<file path="config.mk">
export PLATFORM = sky130hd
export DESIGN_NAME = rca_64
export DESIGN_NICKNAME = d
export VERILOG_FILES = /design/src/rtl/full_adder.sv /design/src/rtl/rca_64.sv
export SDC_FILE = /design/constraint.sdc
export NUM_CORES = 1
export LEC_CHECK = 0
export ABC_AREA = 1
export BUFFER_PORTS_ARGS = -buffer_cell sky130_fd_sc_hd__buf_4
export CAP_MARGIN = 20
export CORE_UTILIZATION = 45
export DETAILED_ROUTE_END_ITERATION = 8
export PLACE_DENSITY = 0.75
export SLEW_MARGIN = 5
export SYNTH_ARGS = -nofsm -noshare
export SYNTH_HDL_FRONTEND = slang
export SYNTH_SLANG_ARGS = --single-unit
export TNS_END_PERCENT = 30
</file>
<file path="constraint.sdc">
create_clock -name clock -period 24.9 [get_ports clock]
set_clock_uncertainty 0.2 [all_clocks]
set_input_delay 2.49 -clock clock [delete_from_list [all_inputs] [get_ports clock]]
set_output_delay 2.49 -clock clock [all_outputs]
set_load 0.01 [all_outputs]
</file>
<file path="src/rtl/full_adder.sv">
// One-bit full adder cell. Chained WIDTH times to form the ripple-carry adder in rca_64.
module full_adder (
   input  logic a,
   input  logic b,
   input  logic cin,
   output logic s,
   output logic cout
);

   logic p;

   assign p    = a ^ b;
   assign s    = p ^ cin;
   assign cout = (a & b) | (cin & p);

endmodule

</file>
<file path="src/rtl/rca_64.sv">
// Pipelined ripple-carry adder: registered operands, pure full-adder chain, registered result.
// This is the baseline against which the faster adder variants are compared.
module rca_64 #(
   parameter int unsigned WIDTH = 64
) (
   input  logic             clock,
   input  logic             reset,
   input  logic [WIDTH-1:0] op1,
   input  logic [WIDTH-1:0] op2,
   output logic [WIDTH-1:0] sum,
   output logic             crout
);

   logic [WIDTH-1:0] a_q;
   logic [WIDTH-1:0] b_q;
   logic [WIDTH-1:0] s;
   logic [WIDTH:0]   c;

   always_ff @(posedge clock or negedge reset) begin
      if (!reset) begin
         a_q <= '0;
         b_q <= '0;
      end else begin
         a_q <= op1;
         b_q <= op2;
      end
   end

   assign c[0] = 1'b0;

   // Deliberately no lookahead: the carry ripples through every cell.
   for (genvar i = 0; i < WIDTH; i++) begin : g_fa
      full_adder u_fa (
         .a    (a_q[i]),
         .b    (b_q[i]),
         .cin  (c[i]),
         .s    (s[i]),
         .cout (c[i+1])
      );
   end

   always_ff @(posedge clock or negedge reset) begin
      if (!reset) begin
         sum   <= '0;
         crout <= 1'b0;
      end else begin
         sum   <= s;
         crout <= c[WIDTH];
      end
   end

endmodule

</file>
# Word level (Yosys, flattened, before mapping)
# Cells that the tools add are included.
word_totals:
  regBits: 193
  out_inout_bits: 65
  word_cells: 321
op_classes:
  n_bitwise: 317
op_table:
  columns: ["op", "count"]
  rows:
  - ["$and 1x1->1", 127]
  - ["$xor 1x1->1", 127]
  - ["$or 1x1->1", 63]

# Logic depth before layout (Yosys ltp)
depth:
  ltp_word: 127
  mapped_depth: 68
  ltp_nobuf: 68

# Cells and area by module
# A second synthesis with hierarchy kept.
hier_totals:
  cells_unflattened: 258
  hier_area_um2: 6114.6
by_module_without_submodules:
  columns: ["mod", "n_inst", "cells_each", "area_each_um2", "seq_area_each_um2"]
  rows:
  - ["rca_64", 1, 194, 4833.4, 4829.6]
  - ["full_adder", 64, 1, 20.0, 0.0]

# Worst setup path before layout
# No wires, ideal clock.
synth_path:
  path_type: "register -> register"
  startpoint: "register b_q[0]"
  endpoint: "register sum[63]"
  arrival_ps: 26087
  t_required_ps: 24636
  path_slack_ps: -1451
  stages_incl_launch_ff: 69
  path_buffers: 0
  synth_period_minus_slack_ps: 26351
  path_cell_list: "dfrtp_1 ha_1 fa_1 fa_1 fa_1 fa_1 fa_1 fa_1 fa_1 fa_1 inv_1 fa_1 inv_1 fa_1 fa_1 fa_1 fa_1 fa_1 [... 33 more ...] fa_1 fa_1 fa_1 fa_1 fa_1 fa_1 fa_1 fa_1 fa_1 fa_1 fa_1 fa_1 fa_1 fa_1 fa_1 inv_1 fa_1 inv_1"
synth_between:
  elab_chain_len: 126
synth_rtl:
  columns: ["item", "line_no", "source"]
  rows:
  - ["start: declaration", "rca_64.sv:15", "logic [WIDTH-1:0] b_q;"]
  - ["start signal: assignment", "rca_64.sv:25", "b_q <= op2;"]
  - ["$and 1x1->1 (2 in a row)", "full_adder.sv:14", "assign cout = (a & b) | (cin & p);"]
  - ["$or 1x1->1", "full_adder.sv:14", null]
  - ["$and 1x1->1", "full_adder.sv:14", null]
  - ["$or 1x1->1", "full_adder.sv:14", null]
  - ["$and 1x1->1", "full_adder.sv:14", null]
  - ["$or 1x1->1", "full_adder.sv:14", null]
  - ["$and 1x1->1", "full_adder.sv:14", null]
  - ["$or 1x1->1", "full_adder.sv:14", null]
  - ["[... 110 more ...]", null, null]
  - ["$and 1x1->1", "full_adder.sv:14", null]
  - ["$or 1x1->1", "full_adder.sv:14", null]
  - ["$and 1x1->1", "full_adder.sv:14", null]
  - ["$or 1x1->1", "full_adder.sv:14", null]
  - ["$and 1x1->1", "full_adder.sv:14", null]
  - ["$or 1x1->1", "full_adder.sv:14", null]
  - ["$xor 1x1->1", "full_adder.sv:13", "assign s = p ^ cin;"]
  - ["named net g_fa[63].u_fa.s", "full_adder.sv:6", "output logic s,"]
  - ["end signal: assignment", "rca_64.sv:47", "sum <= s;"]
  - ["end: declaration", "rca_64.sv:10", "output logic [WIDTH-1:0] sum,"]
# The timed path passes the listed nets, and every way through them passes these cells.

# Worst setup path after layout
# Ends and elaborated chain as after synthesis.

==> results.yml <==
outcome:
  status: "completed"
sta:
  timing_max_transition_violations_final: 0
  timing.final.setup_violations: 0
  max_slew_margin_pct: 45.5
  period_share_pct: 97.3
  unrepaired_setup_endpoints_after_global_routing: "no"
  post-route-worst-setup-slack_ps: 682
  max_freq_ghz: 0.0413
  worst_slew_pin_slew_ps: 817
  final_hold_viol_count: 0
  final_period_minus_worst_setup_slack_ps: 24220
critical_path:
  worst_ep_required_time_ps: 25060
  critical_path_arrival_ps: 24380
  r2r_end: "sum[63]"
  setup.worst_path.start: "b_q[0]"
  rr_worst_depth: 68
  rrSetupSlack_ps: 680
  critical_path.slowest_cell: "sky130_fd_sc_hd__fa_2"
  cpPeakStageDelay_ps: 410
  criticalPathCategory: "flop to flop"
  critical_path.startpoint_type: "flop"
  critPathCapture: "sum[63]"
  timing.critical_path.fanout_max: 1
  end_kind: "flop"
  timing.rr.start: "b_q[0]"
  cp_common_cell: "sky130_fd_sc_hd__fa_2"
global_route:
  wire_length_of_the_first_global_routing_pass_mm: 16.9
  track_usage_pct: 16.7
  grt_pass1_vias: 3411
  pin_count_of_the_biggest_net_entering_global_routing: 111
  grt.overflow.total: 0
  initial_antenna_violation_count: 0
final_layout:
  layout_common_cells: "sky130_fd_sc_hd__buf_4, sky130_fd_sc_hd__dfrtp_1, sky130_fd_sc_hd__fa_2, sky130_fd_sc_hd__clkbuf_16, sky130_fd_sc_hd__inv_1"
  multiInputGateArea_um2: 1410
  postLayoutCellArea_um2: 8580
  fillerInstances: 932
  mostFrequentLayoutCell: "sky130_fd_sc_hd__buf_4"
  seq_area_um2: 4830
  antenna_cells_inserted: 0
  fin_nets: 676
  syn_to_final_growth_pct: 39.8
  share_of_final_layout_standard_cells_stronger_than_drive_strength_1_pct: 56.7
yosys:
  synthesis.instances: 267
  syn-mean-instance-area_um2: 23.0
  yosysWarnings: 0
  synth_seq_area_share_pct: 78.6
  postSynthNetCount: 461
  synth_seq_cells: 193
  synth_cell_types: 4
  syn-cell-area_um2: 6140
placement:
  placed_cell_area_um2: 7910
  io_buffer_count: 194
  globalplace.congestion: 0.773
  pre_cts_slack_ps: -761
  place_hpwl_mm: 7.71
power_and_ir_drop:
  power.ir.vdd_worst_mv: 0.0486
  lkg_pwr_nw: 3.96
  power.density_cell_area_nw_per_um2: 83.6
cts:
  clockRootBuffer: "sky130_fd_sc_hd__clkbuf_16"
  tritoncts: "yes"
  cts_hold_buffers: 0
  clockBufferDepth: 2
  cts_buffers: 17
  clk_pin_slew_worst_paths_ps: 60
  cts_sinks: 193
  cts-htree-levels: 4
  worstSkewPairLatency_ps: 420
die:
  floorplan.die_area_um2: 14100
  die-height_um: 119
  initial_core_util_pct: 46.2
  placeableCoreArea_um2: 13300
  ios: 195
  dieWidth_um: 119
  floorplan.rows: 42
route:
  route.detailed.vias_per_inst: 4.29
  wl_per_cell_um: 15.4
  dr.first_iter.drc_count: 149
  totalWireLength_mm: 10.3
  ant_nets: 0
  number_of_vias_after_detailed_routing: 2877
  drt_pre_antenna_iters: 4
  detail_route.drc_violations: 0
worst_hold_path:
  min-delay-path-class: "flop to flop"
run:
  timing.max_cap.violations: 0
state kept, by name, indices dropped and copies added (netlist names):
signal,flops
b_q,64
sum,64
crout,1
a_q,64
per-stage QoR:
step           utilization [%]  hold slack [ps]  power (W)  cells  setup TNS [ps]
2_1_floorplan                -              243   0.000392    267               0
3_3_place_gp              59.5              257   0.000454    638           -1460
3_5_place_dp              59.5              282   0.000459    638           -1690
4_1_cts                   64.1              297   0.000727    669               0
5_1_grt                   64.5              315   0.000753    670               0
6_report                  64.5              295   0.000717    670               0
how the worst min path moves through the flow:
| stage | startpoint | to | slack, ps | cells past startpoint |
|---|---|---|---|---|
| after detailed placement | b_q[0] | sum[0] | 280 | 1 |
| after global placement | a_q[0] | sum[0] | 260 | 1 |
| after global routing | b_q[0] | sum[0] | 310 | 1 |
| final | b_q[0] | sum[0] | 290 | 1 |
| after CTS | b_q[0] | sum[0] | 300 | 1 |
| after floorplan | a_q[0] | sum[0] | 240 | 1 |
final cells by class:
class / count / area share [%]
Inverter: 10 / 0.437
Tap cell: 176 / 2.57
Clock buffer: 20 / 5.32
Clock inverter: 11 / 1.53
Multi-Input combinational cell: 64 / 16.4
Sequential cell: 193 / 56.3
Timing Repair Buffer: 196 / 17.5
layer usage:
| metal | up-vias | GRT usage, % | wire (um) |
|---|---|---|---|
| li1 | 1236 | - | - |
| met1 | 1504 | 18.3 | 3570 |
| met2 | 119 | 27.8 | 5680 |
| met3 | 18 | 7.04 | 801 |
| met4 | 0 | 8.62 | 249 |
| met5 | - | 0 | 0 |
cell usage after synthesis:
| library cell | count | share of area (%) |
|---|---|---|
| sky130_fd_sc_hd__ha_1 | 1 | 0.20 |
| sky130_fd_sc_hd__inv_1 | 10 | 0.61 |
| sky130_fd_sc_hd__dfrtp_1 | 193 | 79 |
| sky130_fd_sc_hd__fa_1 | 63 | 21 |
cells by family (layout without fill, tap and decap cells):
kind of cell / count (synthesis) / after routing / synth area share (%)
buffers and inverters: 10 / 237 / 0.611
adder cells (fa/ha/maj): 64 / 64 / 20.7
flip-flops: 193 / 193 / 78.6
worst max-delay path: cells and delay by family (launching register included):
| family | cells | cell delay (ps) |
|---|---|---|
| fa+ha+maj | 64 | 23330 |
| flops | 1 | 360 |
| buf+inv | 4 | 260 |
power breakdown:
group          internal [W]  total (W)  switching, W
clock              0.000154   0.000266      0.000112
combinational     0.0000524  0.0000930     0.0000407
sequential         0.000345   0.000359     0.0000136
timing repair:
| action | CTS | global route |
|---|---|---|
| endpoints found under the setup margin | 4 | 3 |
| buffers inserted | 0 | 0 |
| gates resized for setup | 13 | 11 |
| gates cloned | 0 | 0 |
| pin swaps | 5 | 4 |
Power figures use the tool's default switching activity.
